<file path="src/rtl/localbus_pkg.sv">
// Shared local-bus definitions: FSM states, datapath actions and unit geometry.
// Also intended for localbus_parser / localbus_sender.
package localbus_pkg;

    typedef enum logic [2:0] {
        IDLE,
        FILL,
        SHIFT,
        GAP,
        END,
        UNDERRUN
    } lb_state_e;

    typedef enum logic [1:0] {
        ACT_HOLD,
        ACT_LOAD,
        ACT_SHIFT,
        ACT_BLANK
    } lb_act_e;

    localparam int UNIT_BIT_NUM_DEF = 32;
    localparam int PAIRS            = UNIT_BIT_NUM_DEF / 2;

    function automatic int pairs_of(input int unit_bits);
        return unit_bits / 2;
    endfunction

endpackage

</file>
<file path="src/rtl/localbus_stream_tx_if.sv">
// Unit-stream input and local-bus pin bundle of localbus_stream_tx.
// master = unit source / frame requester, slave = transmitter.
interface localbus_stream_tx_if #(
    parameter int UNIT_BIT_NUM = 32
);
    logic                    START_I;
    logic [7:0]              UNIT_NUM_I;
    logic [7:0]              CYCLE_NUM_I;
    logic [UNIT_BIT_NUM-1:0] UNIT_DATA_I;
    logic                    UNIT_VALID_I;
    logic                    UNIT_READY_O;
    logic                    CLK_O;
    logic                    DE_O;
    logic                    DQ0_O;
    logic                    DQ1_O;
    logic                    BUSY_O;
    logic                    DONE_O;
    logic                    UNDERRUN_O;

    modport master (
        output START_I, UNIT_NUM_I, CYCLE_NUM_I, UNIT_DATA_I, UNIT_VALID_I,
        input  UNIT_READY_O, CLK_O, DE_O, DQ0_O, DQ1_O, BUSY_O, DONE_O, UNDERRUN_O
    );

    modport slave (
        input  START_I, UNIT_NUM_I, CYCLE_NUM_I, UNIT_DATA_I, UNIT_VALID_I,
        output UNIT_READY_O, CLK_O, DE_O, DQ0_O, DQ1_O, BUSY_O, DONE_O, UNDERRUN_O
    );
endinterface

</file>
<file path="src/rtl/localbus_clk_phase.sv">
// Divide-by-2 bus clock. SLOT_O marks the cycle whose closing edge drops CLK_O,
// so anything updated on a slot changes together with the CLK_O falling edge.
module localbus_clk_phase (
    input  logic CLK_I,
    input  logic RST_I,
    output logic CLK_O,
    output logic SLOT_O
);
    logic phase_q, phase_d;

    assign phase_d = ~phase_q;

    always_ff @(posedge CLK_I) begin
        if (RST_I) phase_q <= 1'b0;
        else       phase_q <= phase_d;
    end

    assign CLK_O  = phase_q;
    assign SLOT_O = phase_q;
endmodule

</file>
<file path="src/rtl/localbus_stream_tx.sv">
// Local-bus transmitter: serialises units from a valid/ready stream onto DE/DQ0/DQ1,
// two bits per CLK_O period, LSB first, with one-unit prefetch through a holding register.
module localbus_stream_tx
    import localbus_pkg::*;
#(
    parameter int UNIT_BIT_NUM    = 32,
    parameter int MAX_UNIT_NUM    = 4,
    parameter int INTER_CYCLE_GAP = 0
) (
    input  logic                CLK_I,
    input  logic                RST_I,
    localbus_stream_tx_if.slave bus
);
    localparam int NPAIRS = pairs_of(UNIT_BIT_NUM);
    localparam int PCW    = $clog2(NPAIRS) + 1;
    localparam int GAP_W  = $clog2(INTER_CYCLE_GAP + 1) + 1;

    lb_state_e               state_q, state_d;
    lb_act_e                 act;
    logic [UNIT_BIT_NUM-1:0] hold_q, hold_d, sh_q, sh_d;
    logic                    hold_full_q, hold_full_d;
    logic [PCW-1:0]          pair_q, pair_d;
    logic [7:0]              unit_q, unit_d, cyc_q, cyc_d, un_q, un_d;
    logic [15:0]             fetch_q, fetch_d;
    logic [GAP_W-1:0]        gap_q, gap_d;
    logic                    de_q, de_d, dq0_q, dq0_d, dq1_q, dq1_d;
    logic                    slot, bus_clk, active, ready, accept, start_ok;

    localbus_clk_phase u_phase (
        .CLK_I  (CLK_I),
        .RST_I  (RST_I),
        .CLK_O  (bus_clk),
        .SLOT_O (slot)
    );

    assign active   = (state_q == FILL) || (state_q == SHIFT) || (state_q == GAP);
    // fetch_q counts units still to be accepted, so nothing past the frame total is taken
    assign ready    = active && !hold_full_q && (fetch_q != 16'd0);
    assign accept   = ready && bus.UNIT_VALID_I;
    assign start_ok = bus.START_I && (bus.UNIT_NUM_I != 8'd0) &&
                      (bus.UNIT_NUM_I <= 8'(MAX_UNIT_NUM)) && (bus.CYCLE_NUM_I != 8'd0);

    always_comb begin
        state_d     = state_q;
        hold_d      = hold_q;
        hold_full_d = hold_full_q;
        sh_d        = sh_q;
        pair_d      = pair_q;
        unit_d      = unit_q;
        cyc_d       = cyc_q;
        un_d        = un_q;
        fetch_d     = fetch_q;
        gap_d       = gap_q;
        de_d        = de_q;
        dq0_d       = dq0_q;
        dq1_d       = dq1_q;
        act         = ACT_HOLD;

        if (accept) begin
            hold_d      = bus.UNIT_DATA_I;
            hold_full_d = 1'b1;
            fetch_d     = fetch_q - 16'd1;
        end

        case (state_q)
            IDLE: begin
                if (start_ok) begin
                    state_d = FILL;
                    un_d    = bus.UNIT_NUM_I;
                    unit_d  = bus.UNIT_NUM_I - 8'd1;
                    cyc_d   = bus.CYCLE_NUM_I - 8'd1;
                    fetch_d = {8'd0, bus.UNIT_NUM_I} * {8'd0, bus.CYCLE_NUM_I};
                end
            end
            FILL: begin
                if (slot && hold_full_q) begin
                    act     = ACT_LOAD;
                    state_d = SHIFT;
                end
            end
            SHIFT: begin
                if (slot) begin
                    if (pair_q != '0) begin
                        act = ACT_SHIFT;
                    end else if (unit_q != 8'd0) begin
                        unit_d = unit_q - 8'd1;
                        if (hold_full_q) begin
                            act = ACT_LOAD;
                        end else begin
                            act     = ACT_BLANK;
                            state_d = UNDERRUN;
                        end
                    end else if (cyc_q != 8'd0) begin
                        cyc_d  = cyc_q - 8'd1;
                        unit_d = un_q - 8'd1;
                        if (INTER_CYCLE_GAP != 0) begin
                            act     = ACT_BLANK;
                            state_d = GAP;
                            gap_d   = GAP_W'(INTER_CYCLE_GAP - 1);
                        end else if (hold_full_q) begin
                            act = ACT_LOAD;
                        end else begin
                            act     = ACT_BLANK;
                            state_d = UNDERRUN;
                        end
                    end else begin
                        act     = ACT_BLANK;
                        state_d = END;
                    end
                end
            end
            GAP: begin
                if (slot) begin
                    if (gap_q != '0) begin
                        gap_d = gap_q - GAP_W'(1);
                    end else if (hold_full_q) begin
                        act     = ACT_LOAD;
                        state_d = SHIFT;
                    end else begin
                        act     = ACT_BLANK;
                        state_d = UNDERRUN;
                    end
                end
            end
            END: begin
                state_d = IDLE;
            end
            UNDERRUN: begin
                // a unit may have slipped in on the aborting slot; drop it
                state_d     = IDLE;
                hold_full_d = 1'b0;
            end
            default: begin
                state_d = IDLE;
            end
        endcase

        case (act)
            ACT_LOAD: begin
                sh_d        = hold_q >> 2;
                dq0_d       = hold_q[0];
                dq1_d       = hold_q[1];
                de_d        = 1'b1;
                pair_d      = PCW'(NPAIRS - 1);
                hold_full_d = 1'b0;
            end
            ACT_SHIFT: begin
                sh_d   = sh_q >> 2;
                dq0_d  = sh_q[0];
                dq1_d  = sh_q[1];
                pair_d = pair_q - PCW'(1);
            end
            ACT_BLANK: begin
                de_d  = 1'b0;
                dq0_d = 1'b0;
                dq1_d = 1'b0;
            end
            default: begin
            end
        endcase
    end

    always_ff @(posedge CLK_I) begin
        if (RST_I) begin
            state_q     <= IDLE;
            hold_q      <= '0;
            hold_full_q <= 1'b0;
            sh_q        <= '0;
            pair_q      <= '0;
            unit_q      <= '0;
            cyc_q       <= '0;
            un_q        <= '0;
            fetch_q     <= '0;
            gap_q       <= '0;
            de_q        <= 1'b0;
            dq0_q       <= 1'b0;
            dq1_q       <= 1'b0;
        end else begin
            state_q     <= state_d;
            hold_q      <= hold_d;
            hold_full_q <= hold_full_d;
            sh_q        <= sh_d;
            pair_q      <= pair_d;
            unit_q      <= unit_d;
            cyc_q       <= cyc_d;
            un_q        <= un_d;
            fetch_q     <= fetch_d;
            gap_q       <= gap_d;
            de_q        <= de_d;
            dq0_q       <= dq0_d;
            dq1_q       <= dq1_d;
        end
    end

    assign bus.UNIT_READY_O = ready;
    assign bus.CLK_O        = bus_clk;
    assign bus.DE_O         = de_q;
    assign bus.DQ0_O        = dq0_q;
    assign bus.DQ1_O        = dq1_q;
    assign bus.BUSY_O       = active;
    assign bus.DONE_O       = (state_q == END);
    assign bus.UNDERRUN_O   = (state_q == UNDERRUN);
endmodule

</file>
<file path="src/flat_wrapper.sv">
// flat-port wrapper written by rule: the top's interface ports become plain ports
module localbus_stream_tx_flat import localbus_pkg::*;
#(
    parameter int UNIT_BIT_NUM    = 32,
    parameter int MAX_UNIT_NUM    = 4,
    parameter int INTER_CYCLE_GAP = 0
)
  (CLK_I, RST_I, bus_START_I, bus_UNIT_NUM_I, bus_CYCLE_NUM_I, bus_UNIT_DATA_I, bus_UNIT_VALID_I, bus_UNIT_READY_O, bus_CLK_O, bus_DE_O, bus_DQ0_O, bus_DQ1_O, bus_BUSY_O, bus_DONE_O, bus_UNDERRUN_O);
  localbus_stream_tx_if #(.UNIT_BIT_NUM(UNIT_BIT_NUM)) bus_i ();
  input  logic CLK_I;
  input  logic RST_I;
  input wire logic [$bits(bus_i.START_I)-1:0] bus_START_I;
  input wire logic [$bits(bus_i.UNIT_NUM_I)-1:0] bus_UNIT_NUM_I;
  input wire logic [$bits(bus_i.CYCLE_NUM_I)-1:0] bus_CYCLE_NUM_I;
  input wire logic [$bits(bus_i.UNIT_DATA_I)-1:0] bus_UNIT_DATA_I;
  input wire logic [$bits(bus_i.UNIT_VALID_I)-1:0] bus_UNIT_VALID_I;
  output wire logic [$bits(bus_i.UNIT_READY_O)-1:0] bus_UNIT_READY_O;
  output wire logic [$bits(bus_i.CLK_O)-1:0] bus_CLK_O;
  output wire logic [$bits(bus_i.DE_O)-1:0] bus_DE_O;
  output wire logic [$bits(bus_i.DQ0_O)-1:0] bus_DQ0_O;
  output wire logic [$bits(bus_i.DQ1_O)-1:0] bus_DQ1_O;
  output wire logic [$bits(bus_i.BUSY_O)-1:0] bus_BUSY_O;
  output wire logic [$bits(bus_i.DONE_O)-1:0] bus_DONE_O;
  output wire logic [$bits(bus_i.UNDERRUN_O)-1:0] bus_UNDERRUN_O;
  assign bus_i.START_I = bus_START_I;
  assign bus_i.UNIT_NUM_I = bus_UNIT_NUM_I;
  assign bus_i.CYCLE_NUM_I = bus_CYCLE_NUM_I;
  assign bus_i.UNIT_DATA_I = bus_UNIT_DATA_I;
  assign bus_i.UNIT_VALID_I = bus_UNIT_VALID_I;
  assign bus_UNIT_READY_O = bus_i.UNIT_READY_O;
  assign bus_CLK_O = bus_i.CLK_O;
  assign bus_DE_O = bus_i.DE_O;
  assign bus_DQ0_O = bus_i.DQ0_O;
  assign bus_DQ1_O = bus_i.DQ1_O;
  assign bus_BUSY_O = bus_i.BUSY_O;
  assign bus_DONE_O = bus_i.DONE_O;
  assign bus_UNDERRUN_O = bus_i.UNDERRUN_O;
  localbus_stream_tx #(.UNIT_BIT_NUM(UNIT_BIT_NUM), .MAX_UNIT_NUM(MAX_UNIT_NUM), .INTER_CYCLE_GAP(INTER_CYCLE_GAP)) u_core (.CLK_I(CLK_I), .RST_I(RST_I), .bus(bus_i));
endmodule
</file>
<file path="config.mk">
export PLATFORM = sky130hd
export DESIGN_NAME = localbus_stream_tx_flat
export DESIGN_NICKNAME = d
export VERILOG_FILES = /design/src/rtl/localbus_pkg.sv /design/src/rtl/localbus_stream_tx_if.sv /design/src/rtl/localbus_clk_phase.sv /design/src/rtl/localbus_stream_tx.sv /design/src/flat_wrapper.sv
export SDC_FILE = /design/constraint.sdc
export NUM_CORES = 1
export LEC_CHECK = 0
export BUFFER_PORTS_ARGS = -buffer_cell sky130_fd_sc_hd__buf_2
export CAP_MARGIN = 5
export CELL_PAD_IN_SITES_DETAIL_PLACEMENT = 1
export CELL_PAD_IN_SITES_GLOBAL_PLACEMENT = 1
export CORE_AREA = 2 2 102 202
export DETAILED_ROUTE_END_ITERATION = 6
export DIE_AREA = 0 0 104 204
export PLACE_DENSITY = 0.72
export SLEW_MARGIN = 20
export SYNTH_ARGS = -nofsm -noshare
export SYNTH_HDL_FRONTEND = slang
export SYNTH_HIERARCHICAL = 1
export SYNTH_SLANG_ARGS = --single-unit
</file>
<file path="constraint.sdc">
create_clock -name CLK_I -period 5.89 [get_ports CLK_I]
set_clock_uncertainty 0.2 [all_clocks]
set_input_delay 0.2945 -clock CLK_I [delete_from_list [all_inputs] [get_ports CLK_I]]
set_output_delay 0.2945 -clock CLK_I [all_outputs]
set_load 0.03 [all_outputs]
</file>
==> impl_metrics.py <==
metrics = {
    "die": {
        "num_rows": 73,
        "dieArea_mm2": 0.0212,
        "floorplan.initialDensity": 0.393,
        "io_pins": 60,
        "fp.dieW_um": 104,
        "core_region_area_mm2": 0.0197,
        "die_h_um": 204,
    },
    "routing": {
        "drt_pass1_iterations": 4,
        "wl_per_cell_um": 17.2,
        "first_iter_violations": 190,
        "final_antenna_net_count": 0,
        "viasPerCell": 5.38,
        "drc": 0,
        "wirelength_um": 21600,
        "via_count": 6765,
    },
    "logic_synthesis": {
        "ys.flop_type": "dfxtp_1",
        "synth_top_family_by_area": "simple AND/OR/NAND/NOR gates",
        "synth_fp_nets": 1059,
        "avgSynthCellArea_um2": 8.37,
        "yosysSeqAreaShare": 0.297,
        "synth_cell_type_count": 68,
        "synth_area_leaders": "dfxtp_1 (30%), fa_1 (9.3%), ha_1 (7.3%)",
        "ys_ff_latch": 115,
        "syn_area_mm2": 0.00775,
        "synthSimpleGateAreaFrac": 0.224,
        "muxShareOfSynthArea": 0.0492,
        "synth_top_area_cell": "dfxtp_1",
        "synthArstFlopShare": 0,
        "synth_edf_count": 0,
        "synth.top_cell.area_share": 0.297,
        "synthAdderAreaFrac": 0.166,
        "ys_warn_count": 6,
        "synth_xor_area_frac": 0.0237,
        "netlist_instances": 926,
        "synth_compound_area_frac": 0.175,
    },
    "final_layout": {
        "stdcell_count": 1258,
        "fillCellCount": 2369,
        "syn_to_final_growth_pct": 17.0,
        "fin_nets": 1116,
        "utilization": 0.460,
        "diodes": 0,
        "drive_gt1_frac": 0.124,
    },
    "sta": {
        "fmax_ghz": 0.237,
        "hold_violations": 0,
        "setup_viol": 0,
        "rsz0062_at_grt": "false",
        "worstMarginPinSlew_ps": 1080,
        "slew_violations": 0,
        "period_needed_ps": 4210,
        "hold_slack_ps": 45.0,
        "tns_ps": 0,
        "relSlewSlack": 0.282,
        "finalCritPeriodShare": 0.715,
    },
    "critical_path": {
        "path_cells": "buf_2 -> nand2_1 -> fa_1 -> fa_1 -> inv_1 -> fa_1 -> inv_1 -> fa_1 -> inv_1 -> ha_1 -> o21a_1 -> o31a_1 -> o21a_1 -> o2111ai_1 -> a21oi_1 -> o31a_1",
        "critPathRequiredTime_ps": 6000,
        "cp-start-kind": "input pin",
        "path_class": "input pin to register",
        "critPathArrivalTime_ps": 4320,
        "slowest_delay_ps": 560,
        "critPathMaxFanout": 12,
        "endpoint_kind": "register",
        "worst-path-buf-inv": 4,
        "cpMostUsedCell": "fa_1",
        "crit_family": "adder cells",
        "critPathSlowestCell": "fa_1",
    },
    "global_routing": {
        "grt_max_degree": 77,
        "grt_usage": 0.210,
        "grt_pass1_vias": 7347,
        "grt_pass1_wl_um": 35800,
        "antenna_found_initial": 0,
        "overflow": 0,
    },
    "clocking": {
        "cts_resized": 0,
        "clkLatencyLatePin_ps": 420,
        "htree_levels": 4,
        "cts_buffer_depth": 2,
        "cts_tree": "yes",
        "cts_root_buffer": "clkbuf_16",
        "clock_sinks": 115,
        "cts.clk_slew.worst_paths_ps": 60,
        "numCtsBuffers": 17,
    },
    "power_and_ir_drop": {
        "pwr-share-clk": 0.261,
        "p_comb_frac": 0.463,
        "fin_total_pwr_mw": 3.90,
        "sw_frac_of_total": 0.420,
        "p_switching_mw": 1.64,
        "leakage_nw": 3.59,
        "irDropWorstVdd_v": 0.000185,
        "internal-power_mw": 2.26,
        "p_seq_frac": 0.276,
        "powerDensity_mw_per_mm2": 430,
    },
    "job": {
        "cap_violations": 0,
    },
    "place": {
        "dp.cells": 1194,
        "gp_congestion": 0.783,
        "io_buffers": 59,
        "place_hpwl_um": 15400,
    },
    "hold_path": {
        "hold_path_class": "input pin to register",
    },
    "run_status": {
        "status": "finished clean",
    },
}
state kept, by name, indices dropped and copies added (netlist names):
| register | count |
|---|---|
| u_core/un_q | 8 |
| u_core/u_phase/CLK_O | 1 |
| u_core/sh_q | 30 |
| u_core/fetch_q | 16 |
| u_core/bus.DQ1_O | 1 |
| u_core/pair_q | 5 |
| u_core/bus.DE_O | 1 |
| u_core/cyc_q | 8 |
| u_core/hold_full_q | 1 |
| u_core/bus.DQ0_O | 1 |
| u_core/unit_q | 8 |
| u_core/hold_q | 32 |
| u_core/state_q | 3 |
worst min-delay path, cell delays in order:
cell and delay [ps]:
buf_2 170, nand2_1 90, a21oi_1 60
power by group through the flow:
stage | registers [mW] | logic [mW] | clock network (mW)
3_3_place_gp | 1.09 | 1.76 | 0
5_1_grt | 1.10 | 2.03 | 1.08
6_report | 1.08 | 1.81 | 1.02
4_1_cts | 1.08 | 1.84 | 1.05
3_5_place_dp | 1.09 | 1.80 | 0
2_1_floorplan | 1.05 | 1.41 | 0
path summary, 6_finish.rpt:
check	startpoint	to	slack (ps)	cells after the start
setup / recovery	bus_UNIT_NUM_I[0]	u_core/fetch_q[15]$_SDFF_PP0_	1680	16
hold / removal	bus_UNIT_NUM_I[0]	u_core/un_q[0]$_SDFFE_PP0P_	40	3
setup reg to reg	u_core/cyc_q[2]$_SDFFE_PP0P_	u_core/pair_q[4]$_SDFFE_PP0P_	1860	12
hold reg to reg	u_core/hold_q[31]$_SDFFE_PP0P_	u_core/hold_q[31]$_SDFFE_PP0P_	260	2
cells in the final DEF (no fill, tap or decap), types with 11 or more instances in the layout:
cell,instances
a211oi_1,48
a21oi_1,71
and2_1,58
buf_2,58
clkbuf_16,17
dfxtp_1,115
dlygate4sd3_1,32
fa_1,36
ha_1,43
inv_1,57
mux2i_1,37
nand2_1,113
nand3_1,15
nor2_1,82
nor3_1,16
nor4_1,11
o21ai_0,21
xnor2_1,11
final cells by class:
class                           count  area, µm²  area share
Multi-Input combinational cell    693       4970       0.548
Sequential cell                   115       2300       0.254
Timing Repair Buffer               99        678      0.0747
Clock buffer                       17        425      0.0469
Tap cell                          262        328      0.0361
Inverter                           57        214      0.0236
Clock inverter                     15        158      0.0174
timing repair:
action / in CTS / in global routing
buffers inserted: 0 / 0
hold buffers: 32 / 0
endpoints found under the hold margin: 32 / 0
metrics by stage:
step / setup slack, ps / area [µm²]
after global placement: 1310 / 8170
after global routing: 1440 / 9070
after CTS: 1640 / 9070
final: 1680 / 9070
after detailed placement: 1190 / 8170
after floorplan: 1490 / 7750
layer usage:
metal	up-vias	share of wire	routed length, µm	GRT usage
met5	-	0	0	0
met4	0	0.021	459	0.0772
met3	35	0.020	427	0.0319
met2	90	0.58	12600	0.429
li1	3299	-	-	-
met1	3341	0.37	8090	0.208
cells by family after synthesis:
group                    count (synthesis)
AND/OR/NAND/NOR                        347
AO/OA/AOI/OAI                          206
buffers and inverters                  118
flip-flops                             115
adder cells (fa/ha/maj)                 81
multiplexers                            38
XOR/XNOR                                21
cell usage after synthesis (4+ instances only):
| library cell | instances |
|---|---|
| dfxtp_1 | 115 |
| nand3b_1 | 4 |
| o31a_1 | 5 |
| o31ai_1 | 5 |
| a211oi_1 | 48 |
| fa_1 | 36 |
| nor3b_1 | 4 |
| ha_1 | 45 |
| nor4_1 | 11 |
| or3_1 | 8 |
| o21a_1 | 4 |
| o211ai_1 | 4 |
| a21oi_1 | 72 |
| and2_1 | 58 |
| nor3_1 | 16 |
| buf_2 | 6 |
| xor2_1 | 10 |
| xnor2_1 | 11 |
| a31oi_1 | 10 |
| o21ai_0 | 21 |
| nor2b_1 | 4 |
| nand2b_1 | 4 |
| clkbuf_1 | 45 |
| nand2_1 | 113 |
| inv_1 | 57 |
| nor2_1 | 82 |
| a311oi_1 | 5 |
| mux2i_1 | 37 |
| a21o_1 | 10 |
| nand3_1 | 15 |
| o21ai_1 | 4 |
Power figures use the tool's default switching activity.
